<file path="src/rtl/scnn_ip_streamer.sv">
// Streams one captured compressed activation vector to the PE array, LANES entries per beat,
// turning zero-run lengths into absolute positions. Optional format checking: SCNN_IP_STREAM_CHK_EN.
module scnn_ip_streamer #(
    parameter int VEC_LEN = 16,
    parameter int DATA_W  = 16,
    parameter int IDX_W   = 5,
    parameter int LANES   = 4
) (
    input  logic                         clk,
    input  logic                         rst,
    input  logic                         in_valid,
    output logic                         in_ready,
    input  logic [$clog2(VEC_LEN+1)-1:0] in_count,
    input  logic [VEC_LEN*DATA_W-1:0]    in_vals,
    input  logic [VEC_LEN*IDX_W-1:0]     in_zrun,
    output logic                         out_valid,
    input  logic                         out_ready,
    output logic [LANES*DATA_W-1:0]      out_vals,
    output logic [LANES*IDX_W-1:0]       out_pos,
    output logic [LANES-1:0]             out_mask,
    output logic                         out_last,
    output logic                         err
);

    localparam int CNT_W = $clog2(VEC_LEN + 1);
    localparam int ENT_W = $clog2(VEC_LEN);

    localparam logic [0:0] ST_IDLE   = 1'b0;
    localparam logic [0:0] ST_STREAM = 1'b1;

    logic [0:0]        state_reg;
    logic [CNT_W-1:0]  count_reg;
    logic [CNT_W-1:0]  ptr_reg;
    logic [IDX_W-1:0]  base_reg;
    logic [DATA_W-1:0] vals_reg [VEC_LEN];
    logic [IDX_W-1:0]  zrun_reg [VEC_LEN];

    logic              streaming;
    logic              last;
    logic              fire;
    logic              capture;
    logic [CNT_W-1:0]  count_clamped;
    logic [ENT_W-1:0]  lane_ent [LANES];
    logic [LANES-1:0]  lane_valid;
    logic [IDX_W-1:0]  pos_raw [LANES];
    logic [IDX_W-1:0]  base_next;

    assign streaming     = (state_reg == ST_STREAM);
    assign last          = ({1'b0, ptr_reg} + (CNT_W+1)'(LANES)) >= {1'b0, count_reg};
    assign fire          = streaming & out_ready;
    assign in_ready      = ~streaming | (out_ready & last);
    assign capture       = in_valid & in_ready;
    assign count_clamped = (in_count > CNT_W'(VEC_LEN)) ? CNT_W'(VEC_LEN) : in_count;

    generate
        for (genvar gi = 0; gi < LANES; gi++) begin : lane_g
            assign lane_ent[gi]   = ENT_W'(ptr_reg + CNT_W'(gi));
            assign lane_valid[gi] = streaming &&
                                    (({1'b0, ptr_reg} + (CNT_W+1)'(gi)) < {1'b0, count_reg});
            assign out_vals[gi*DATA_W +: DATA_W] = lane_valid[gi] ? vals_reg[lane_ent[gi]] : '0;
            assign out_pos[gi*IDX_W +: IDX_W]    = lane_valid[gi] ? pos_raw[gi] : '0;
        end
    endgenerate

    // Prefix sum across lanes; base_next is pos(last lane)+1, only used on non-final beats
    // where every lane is valid.
    always_comb begin
        base_next = base_reg;
        for (int k = 0; k < LANES; k++) begin
            pos_raw[k] = base_next + zrun_reg[lane_ent[k]];
            base_next  = pos_raw[k] + IDX_W'(1);
        end
    end

    assign out_valid = streaming;
    assign out_last  = streaming & last;
    assign out_mask  = lane_valid;

    always_ff @(posedge clk) begin
        if (rst) begin
            state_reg <= ST_IDLE;
            count_reg <= '0;
            ptr_reg   <= '0;
            base_reg  <= '0;
        end else if (capture) begin
            state_reg <= ST_STREAM;
            count_reg <= count_clamped;
            ptr_reg   <= '0;
            base_reg  <= '0;
        end else if (fire) begin
            if (last) begin
                state_reg <= ST_IDLE;
            end else begin
                ptr_reg  <= ptr_reg + CNT_W'(LANES);
                base_reg <= base_next;
            end
        end
    end

    always_ff @(posedge clk) begin
        if (capture) begin
            for (int i = 0; i < VEC_LEN; i++) begin
                vals_reg[i] <= in_vals[i*DATA_W +: DATA_W];
                zrun_reg[i] <= in_zrun[i*IDX_W +: IDX_W];
            end
        end
    end

`ifdef SCNN_IP_STREAM_CHK_EN
    logic [IDX_W:0] pos_wide [LANES];
    logic           pos_over;
    logic           err_reg;

    // A lane can only overflow the wide adder if an earlier valid lane already exceeded the range.
    always_comb begin
        logic [IDX_W:0] wprev;
        wprev    = {1'b0, base_reg};
        pos_over = 1'b0;
        for (int k = 0; k < LANES; k++) begin
            pos_wide[k] = wprev + {1'b0, zrun_reg[lane_ent[k]]};
            wprev       = pos_wide[k] + (IDX_W+1)'(1);
            if (lane_valid[k] && (pos_wide[k] > (IDX_W+1)'(VEC_LEN - 1)))
                pos_over = 1'b1;
        end
    end

    always_ff @(posedge clk) begin
        if (rst)
            err_reg <= 1'b0;
        else if ((capture && (in_count > CNT_W'(VEC_LEN))) || (fire && pos_over))
            err_reg <= 1'b1;
    end

    assign err = err_reg;
`else
    assign err = 1'b0;
`endif

endmodule

</file>
<file path="config.mk">
export PLATFORM = sky130hd
export DESIGN_NAME = scnn_ip_streamer
export DESIGN_NICKNAME = d
export VERILOG_FILES = /design/src/rtl/scnn_ip_streamer.sv
export SDC_FILE = /design/constraint.sdc
export NUM_CORES = 1
export LEC_CHECK = 0
export ABC_AREA = 0
export BUFFER_PORTS_ARGS = -buffer_cell sky130_fd_sc_hd__buf_4
export CAP_MARGIN = 15
export CELL_PAD_IN_SITES_DETAIL_PLACEMENT = 0
export CELL_PAD_IN_SITES_GLOBAL_PLACEMENT = 2
export CORE_ASPECT_RATIO = 1.25
export CORE_MARGIN = 2
export CORE_UTILIZATION = 39
export DETAILED_ROUTE_END_ITERATION = 6
export PLACE_DENSITY = 0.91
export SYNTH_ARGS = -nofsm -noshare
export SYNTH_HDL_FRONTEND = slang
export SYNTH_SLANG_ARGS = --single-unit
</file>
<file path="constraint.sdc">
create_clock -name clk -period 15.9 [get_ports clk]
set_input_delay 1.59 -clock clk [delete_from_list [all_inputs] [get_ports clk]]
set_output_delay 1.59 -clock clk [all_outputs]
set_load 0.05 [all_outputs]
</file>
==> out/metrics.cfg, run 1 <==
[synth]
synth_cell_types=35
yosys_warnings=0
ys_top_cells_by_area=edfxtp_1 72%, mux4_2 13%, nor2b_1 3.1%
synth_top_area_cell=edfxtp_1
synth_nets=1073
ys_ff_latch=352
avgSynthCellArea_um2=20.2
yosysSeqAreaShare_pct=73.9
synth_top_area_share_pct=71.6
synthCells=699
syn_area_um2=14100

[power]
power_frac_seq_pct=49.9
powerDensity_nw_per_um2=116
total_leakage_power_nw=7.31
cellInternalPower_w=0.00171
clkPwrFrac_pct=36.1
switching_share_pct=22.9
p_sw_w=0.000506
pwr-share-comb_pct=14.0
ir_worst_vdd_mv=0.0932

[setup_path]
cp_top_family=adder cells
cp-start-kind=flop
worstPathArrival_ps=5450
crit_path_cell_trace=buf_4 -> mux4_2 -> fa_1 -> inv_1 -> fa_1 -> xnor2_1 -> ha_1 -> a21oi_1 -> xnor2_1 -> ha_1 -> a21o_1 -> a31oi_1 -> xnor2_1 -> xnor3_1 -> nor2_1 -> buf_4
worstReg2RegEnd=zrun_reg[10][3]$_DFFE_PP_
slowest_delay_ps=610
worst_setup_path_end_kind=output port
path_buf_inv=3
r2r_setup_slack_ps=10020
crit_path_top_delay_cell=mux4_2
path_common_cell=xnor2_1
critPathKind=reg2out
worstReg2RegStart=ptr_reg[2]$_SDFFE_PP0P_
cp_max_fo=20
cp.required_ps=14310
reg2reg_depth=12

[cells_and_area]
num-fill-cells=2897
mostFrequentLayoutCells=446 x buf_4, 336 x edfxtp_1, 84 x mux4_2, 69 x nor2b_1, 38 x clkbuf_16
largest_reg_flops=256
drive_gt1_share_pct=49.6
ff_latch_area_um2=10400
area_delta_synth_final_pct=35.3
final_util_pct=53.8
final_cell_area_um2=19100
layout_commonest_cell=buf_4
multi_input_area_um2=3490
num-nets-final=1528

[sta]
hold_violations=0
worst_slew_pin_slew_ps=1070
maxSlewHeadroom_pct=28.4
setup_viol=0
whs_ps=455
post-route-period-util_pct=44.3
fmax_mhz=142
fin_tns_setup_ps=0
grt_setup_unrepaired=false
finalCriticalPeriod_ps=7040
final_max_slew_viol_count=0
fin_skew_ps=26.8

[clock_network]
cts_buffer_depth=3
cts.clk_slew.worst_paths_ps=60
ctsResizeCount=0
clk_latency_ps=530
cts_buffers=36
clock-sinks=352
hold_buffers=0
cts_tree=yes
root_buffer=clkbuf_16
post_cts_buffers=0
cts_max_level=2

[floorplanning]
die_h_um=217
rows=77
start_util_pct=39.7
io_pins=437
fp.dieW_um=174
die_area_um2=37700
fp.coreArea_um2=35500

[placement]
gp_congestion=0.783
port_buffers=435
placed_area_um2=18000
dpl.hpwl_um=25000

[global_route]
grt_max_degree=126
grt_usage_pct=17.8
grt_overflow=0
grt_first_pass_wirelength_um=49900
grt_pass1_vias=8528
antenna_found_initial=1

[detailed_routing]
vias=7890
ant_nets=0
routed_wl_um=34200
first_iter_violations=417
wire_per_inst_um=20.8
drc=0
first_pass_iters=5
avgViaCountPerCell=4.78

[worst_hold_path]
worstHoldStart=count_reg[4]$_SDFFE_PP0P_
hold_path_class=reg2reg
hold_path_end=count_reg[4]$_SDFFE_PP0P_
hold_depth=2

[status]
run_status=finished, final reports clean

[run]
cap_violations=0

==> final cells by class <==
class | count | area share (%)
clock buffers | 46 | 5.15
multi-input cells | 292 | 18.3
diodes | 1 | 0.0131
clock inverters | 13 | 0.637
inverters | 26 | 0.552
flip-flops and latches | 352 | 54.7
repair buffers | 446 | 17.6
well taps | 474 | 3.11
==> Yosys cell counts (all sizes together) <==
master / n
o21bai: 1
o21a: 2
nand2b: 3
a31oi: 2
and3: 1
a311oi: 1
clkbuf: 19
conb: 1
mux4: 84
xnor2: 17
ha: 25
and2: 5
nor3b: 1
a211oi: 2
xnor3: 3
nor2: 21
edfxtp: 336
xor2: 5
a21o: 8
nand2: 8
o21ai: 4
a21oi: 13
inv: 26
nand3b: 6
buf: 10
mux2i: 4
dfxtp: 16
nor2b: 69
fa: 4
nor3: 1
o31ai: 1
==> worst min-delay path, stage by stage, from the launching register on <==
cell and delay (ps):
dfxtp_1 310, nand2_1 50, a21oi_1 50
==> per-stage QoR <==
| step | cells | power [W] | setup WS (ps) |
|---|---|---|---|
| after floorplan | 699 | 0.00132 | 4980 |
| after global placement | 1590 | 0.00143 | 9400 |
| after detailed placement | 1590 | 0.00144 | 9340 |
| after CTS | 1649 | 0.00224 | 8740 |
| after global routing | 1650 | 0.00230 | 8450 |
| final | 1650 | 0.00221 | 8860 |
==> worst max path at each step <==
stage | slack (ps) | cells after the start | to
2_1_floorplan | 4980 | 11 | vals_reg[0][0]$_DFFE_PP_
3_3_place_gp | 9400 | 16 | out_pos[19]
3_5_place_dp | 9340 | 16 | out_pos[19]
4_1_cts | 8740 | 16 | out_pos[19]
5_1_grt | 8450 | 16 | out_pos[19]
6_report | 8860 | 16 | out_pos[19]
==> per-layer routing <==
| layer | vias up | routed length [µm] | part of all wire (%) | GRT usage [%] |
|---|---|---|---|---|
| li1 | 3660 | - | - | - |
| met1 | 3856 | 12100 | 35 | 19.4 |
| met2 | 314 | 18300 | 53 | 32.4 |
| met3 | 60 | 2690 | 7.9 | 5.39 |
| met4 | 0 | 1160 | 3.4 | 6.97 |
| met5 | - | 0 | 0 | 0 |
==> power groups by stage <==
stage,sequential (W),clock (W),combinational (W)
after global placement,0.00112,0,0.000309
after CTS,0.00110,0.000824,0.000314
final,0.00110,0.000800,0.000309
after global routing,0.00111,0.000856,0.000336
after detailed placement,0.00112,0,0.000312
after floorplan,0.00113,0,0.000190
==> cells by family after synthesis <==
logic type | share of synthesized area, %
other | 0.0266
xor gates and xnor gates | 1.90
muxes | 13.7
DFF | 73.9
and+or+nand+nor | 4.64
AOI/OAI and AO/OA | 1.54
adders and majority gates | 2.79
buffers and inverters | 1.50
Note: power is estimated with default switching activity, not from simulation.
==> inputs of run 2 (changes only) <==
--- a/config.mk
+++ b/config.mk
@@ -12,9 +12,9 @@
 export CELL_PAD_IN_SITES_GLOBAL_PLACEMENT = 2
 export CORE_ASPECT_RATIO = 1.25
 export CORE_MARGIN = 2
-export CORE_UTILIZATION = 39
+export CORE_UTILIZATION = 36
 export DETAILED_ROUTE_END_ITERATION = 6
-export PLACE_DENSITY = 0.91
+export PLACE_DENSITY = 0.85
 export SYNTH_ARGS = -nofsm -noshare
 export SYNTH_HDL_FRONTEND = slang
 export SYNTH_SLANG_ARGS = --single-unit
==> constraint.sdc (replaced) <==
create_clock -name clk -period 6.59 [get_ports clk]
set_input_delay 0.659 -clock clk [delete_from_list [all_inputs] [get_ports clk]]
set_output_delay 0.659 -clock clk [all_outputs]
set_load 0.05 [all_outputs]
==> run 2 against run 1 <==
  * Core utilization decreased by 4.2 points
  * Critical path depth did not move
  * Sequential cell count stayed put
  * Worst setup slack got worse by 8200 ps
  * Power grew to 2.5 times the previous value
  * Clock power rose to 2.7 times the previous value
  * Critical path type unchanged
==> out/metrics.cfg, run 2 (same netlist as run 1, synthesis figures left out) <==
[status]
run_status=finished, final reports clean

[detailed_routing]
drc=0
wire_per_inst_um=20.8
ant_nets=0
avgViaCountPerCell=4.73
first_iter_violations=356
vias=7946
first_pass_iters=4
routed_wl_um=34900

[run]
cap_violations=0

[floorplanning]
die_h_um=225
rows=81
die_area_um2=40700
fp.coreArea_um2=38900
io_pins=437
fp.dieW_um=181
start_util_pct=36.2

[sta]
post-route-period-util_pct=90.3
finalCriticalPeriod_ps=5950
hold_violations=0
fin_skew_ps=10.9
fmax_mhz=168
final_max_slew_viol_count=0
maxSlewHeadroom_pct=19.2
setup_viol=0
fin_tns_setup_ps=0
grt_setup_unrepaired=false
worst_slew_pin_slew_ps=1210

[cells_and_area]
multi_input_area_um2=3530
num-fill-cells=3302
largest_reg_flops=256
finalNonFillerCells=1679
final_cell_area_um2=19300
ff_latch_area_um2=10400
diodes=0
mostFrequentLayoutCells=444 x buf_4, 336 x edfxtp_1, 84 x mux4_2, 69 x nor2b_1, 39 x clkbuf_16
drive_gt1_share_pct=50.6
layout_commonest_cell=buf_4
area_delta_synth_final_pct=36.9
num-nets-final=1529

[power]
cellInternalPower_w=0.00430
powerDensity_nw_per_um2=287
total_power_w=0.00554
power_frac_seq_pct=48.1
ir_worst_vdd_mv=0.275
p_sw_w=0.00124
switching_share_pct=22.4
pwr-share-comb_pct=13.7
total_leakage_power_nw=7.40
clkPwrFrac_pct=38.3

[placement]
port_buffers=435
dpl.hpwl_um=25700
placed_cells_incl_taps=1614
gp_congestion=0.758
placed_area_um2=18000

[clock_network]
clk_latency_ps=520
clock-sinks=352
cts.clk_slew.worst_paths_ps=60
ctsResizeCount=0
cts_buffers=37
cts_max_level=2
cts_buffer_depth=3
cts_tree=yes
post_cts_buffers=0
root_buffer=clkbuf_16
hold_buffers=0

[setup_path]
worstReg2RegEnd=base_reg[4]$_SDFFE_PP0P_
crit_path_cell_trace=mux4_2 -> ha_1 -> fa_1 -> inv_1 -> fa_1 -> xnor2_1 -> ha_1 -> a21oi_1 -> xnor2_1 -> ha_1 -> a21o_1 -> a31oi_1 -> xnor2_1 -> xnor3_1 -> nor2_1 -> buf_4
r2r_setup_slack_ps=1710
cp_max_fo=5
cp-start-kind=flop
worstPathArrival_ps=5290
crit_path_top_delay_cell=mux4_2
cp.required_ps=5930
slowest_delay_ps=540
reg2reg_depth=16
endpoint=out_pos[19]
crit_cells=16
critPathKind=reg2out
cp_top_family=adder cells
worst_setup_path_end_kind=output port
path_buf_inv=2

[global_route]
grt_max_degree=201
grt_usage_pct=16.9
grt_first_pass_wirelength_um=51100
antenna_found_initial=0
grt_pass1_vias=8685
grt_overflow=0

[worst_hold_path]
hold_path_class=in2reg
hold_depth=1

[run 2: power by group through the flow]
stage	clock network (W)	logic, W	registers [W]
after floorplan	0	0.000461	0.00272
after global placement	0	0.000753	0.00270
after detailed placement	0	0.000767	0.00271
after CTS	0.00219	0.000771	0.00266
after global routing	0.00227	0.000822	0.00267
final	0.00212	0.000757	0.00266
[run 2: area by class of cell]
| cell class | instances | share of cell area [%] |
|---|---|---|
| flip-flops and latches | 352 | 54.0 |
| clock inverters | 12 | 1.01 |
| inverters | 26 | 0.538 |
| repair buffers | 446 | 17.5 |
| well taps | 498 | 3.23 |
| clock buffers | 53 | 5.43 |
| multi-input cells | 292 | 18.3 |
[run 2: per-stage QoR]
stage,setup slack [ps],hold WS (ps),util (%)
3_5_place_dp,1120,449,46.4
5_1_grt,253,279,49.6
4_1_cts,548,275,49.6
3_3_place_gp,1240,448,46.4
6_report,642,310,49.6
2_1_floorplan,-976,430,-
[run 2: how the worst min path moves through the flow]
stage	slack, ps	start	endpoint
2_1_floorplan	430	count_reg[3]$_SDFFE_PP0P_	count_reg[3]$_SDFFE_PP0P_
3_3_place_gp	450	count_reg[3]$_SDFFE_PP0P_	count_reg[3]$_SDFFE_PP0P_
3_5_place_dp	450	count_reg[4]$_SDFFE_PP0P_	count_reg[4]$_SDFFE_PP0P_
4_1_cts	270	in_vals[224]	vals_reg[14][0]$_DFFE_PP_
5_1_grt	280	in_vals[20]	vals_reg[1][4]$_DFFE_PP_
6_report	310	in_vals[20]	vals_reg[1][4]$_DFFE_PP_
[run 2: metal layers]
metal  global-route usage (%)  vias up  wire length, µm
met5                        0        -                0
met4                     5.59        0              894
met3                     4.86       50             2640
met2                     30.8      311            18800
met1                     18.9     3927            12600
li1                         -     3658                -
==> inputs of run 3 (changes only) <==
==> constraint.sdc (replaced) <==
create_clock -name clk -period 6.59 [get_ports clk]
set_input_delay 1.318 -clock clk [delete_from_list [all_inputs] [get_ports clk]]
set_output_delay 1.318 -clock clk [all_outputs]
set_load 0.05 [all_outputs]
==> run 3 against run 2 <==
  * Clock power is 9.9% lower
  * Register-to-register slack better by 150 ps
  * Critical path depth is 1 higher
  * Clock skew is 14 ps higher
  * Critical endpoint unchanged
  * Largest power group unchanged
==> out/metrics.cfg, run 3 (same netlist as run 1, synthesis figures left out) <==
[sta]
maxSlewHeadroom_pct=21.4
post-route-period-util_pct=95.6
fin_tns_setup_ps=0
grt_setup_unrepaired=false
finalCriticalPeriod_ps=6300
hold_violations=0
setup_viol=0
worst_slew_pin_slew_ps=1180
final_max_slew_viol_count=0
fmax_mhz=159
fin_skew_ps=25.0

[cells_and_area]
mostFrequentLayoutCells=448 x buf_4, 336 x edfxtp_1, 84 x mux4_2, 69 x nor2b_1, 37 x clkbuf_16
final_cell_area_um2=19200
layout_commonest_cell=buf_4
num-nets-final=1535
finalNonFillerCells=1686
diodes=0
drive_gt1_share_pct=51.0
largest_reg_flops=256
num-fill-cells=3309
area_delta_synth_final_pct=36.6

[clock_network]
cts_buffer_depth=3
clock-sinks=352
cts_tree=yes
root_buffer=clkbuf_16
cts.clk_slew.worst_paths_ps=60
cts_max_level=2
clk_latency_ps=530
cts_buffers=37

[detailed_routing]
first_pass_iters=4
wire_per_inst_um=20.5
first_iter_violations=349
vias=8017
ant_nets=0
routed_wl_um=34600
avgViaCountPerCell=4.76
drc=0

[floorplanning]
fp.dieW_um=181
io_pins=437
die_area_um2=40700
fp.coreArea_um2=38900
rows=81
die_h_um=225
start_util_pct=36.2

[run]
cap_violations=0

[setup_path]
worstReg2RegEnd=base_reg[4]$_SDFFE_PP0P_
r2r_setup_slack_ps=1860
worstPathArrival_ps=4980
cp.required_ps=5270
cp_max_fo=4
worst_setup_path_end_kind=output port
cp-start-kind=flop
endpoint=out_pos[19]
reg2reg_depth=18
critPathKind=reg2out

[global_route]
grt_pass1_vias=8607
antenna_found_initial=0
grt_first_pass_wirelength_um=50400
grt_overflow=0
grt_max_degree=209
grt_usage_pct=16.7

[worst_hold_path]
hold_path_class=reg2reg

[placement]
placed_cells_incl_taps=1616
placed_area_um2=18100
port_buffers=435
gp_congestion=0.756
dpl.hpwl_um=25600

[power]
powerDensity_nw_per_um2=279
ir_worst_vdd_mv=0.224
total_leakage_power_nw=7.38
total_power_w=0.00538

[status]
run_status=finished, final reports clean

run 3: per-layer routing:
layer	share of wire [%]	global-route usage (%)	routed length, µm	up-vias
met3	8.5	5.40	2950	58
met5	0	0	0	-
met4	3.1	5.69	1080	0
met2	53	30.5	18400	334
met1	35	18.2	12200	3943
li1	-	-	-	3682
run 3: worst min-delay path by stage:
stage | startpoint | endpoint | slack, ps | cells past startpoint
floorplan | count_reg[3]$_SDFFE_PP0P_ | count_reg[3]$_SDFFE_PP0P_ | 430 | 2
global placement | count_reg[4]$_SDFFE_PP0P_ | count_reg[4]$_SDFFE_PP0P_ | 450 | 2
detailed placement | count_reg[4]$_SDFFE_PP0P_ | count_reg[4]$_SDFFE_PP0P_ | 450 | 2
CTS | count_reg[4]$_SDFFE_PP0P_ | count_reg[4]$_SDFFE_PP0P_ | 460 | 2
global route | count_reg[4]$_SDFFE_PP0P_ | count_reg[4]$_SDFFE_PP0P_ | 480 | 2
finish | count_reg[3]$_SDFFE_PP0P_ | count_reg[3]$_SDFFE_PP0P_ | 460 | 2
run 3: per-stage QoR:
stage | utilization, % | worst slack, ps | hold slack (ps)
final | 49.5 | 290 | 460
after global routing | 49.5 | 31.5 | 476
after CTS | 49.3 | 11.8 | 462
after detailed placement | 46.4 | 466 | 454
after global placement | 46.4 | 575 | 449
after floorplan | - | -976 | 430
run 3: timing repair:
action                     in CTS  in global routing
buffers inserted                0                  4
hold buffers                    0                  0
gates resized for setup         4                  4
pin swaps                       0                  2
setup endpoints to repair       1                  1
cloned                          0                  0
run 3: final cells by class:
cell class / count / area, µm² / area share, %
multi-input combinational: 292 / 3570 / 18.5
timing repair buffer: 452 / 3430 / 17.8
sequential: 352 / 10400 / 54.1
clock inverter: 16 / 129 / 0.669
inverter: 26 / 104 / 0.539
clock buffer: 50 / 975 / 5.06
tap: 498 / 623 / 3.24
run 3: worst max-delay path: stages, from the launching register on:
cell and delay, ps:
dfxtp_4 360, mux4_2 520, ha_1 230, fa_1 520, inv_1 90, fa_2 580, inv_1 50, ha_1 270
a21o_1 190, a21oi_2 190, xnor2_2 160, ha_4 240, a21o_1 150, a31oi_1 170, xnor2_1 150, xnor3_2 300
nor2_2 120, buf_6 170
run 3: power by group:
group | internal, W | switching, W
clock network | 0.00109 | 0.000828
registers | 0.00262 | 0.0000359
logic | 0.000403 | 0.000399
total | 0.00411 | 0.00126
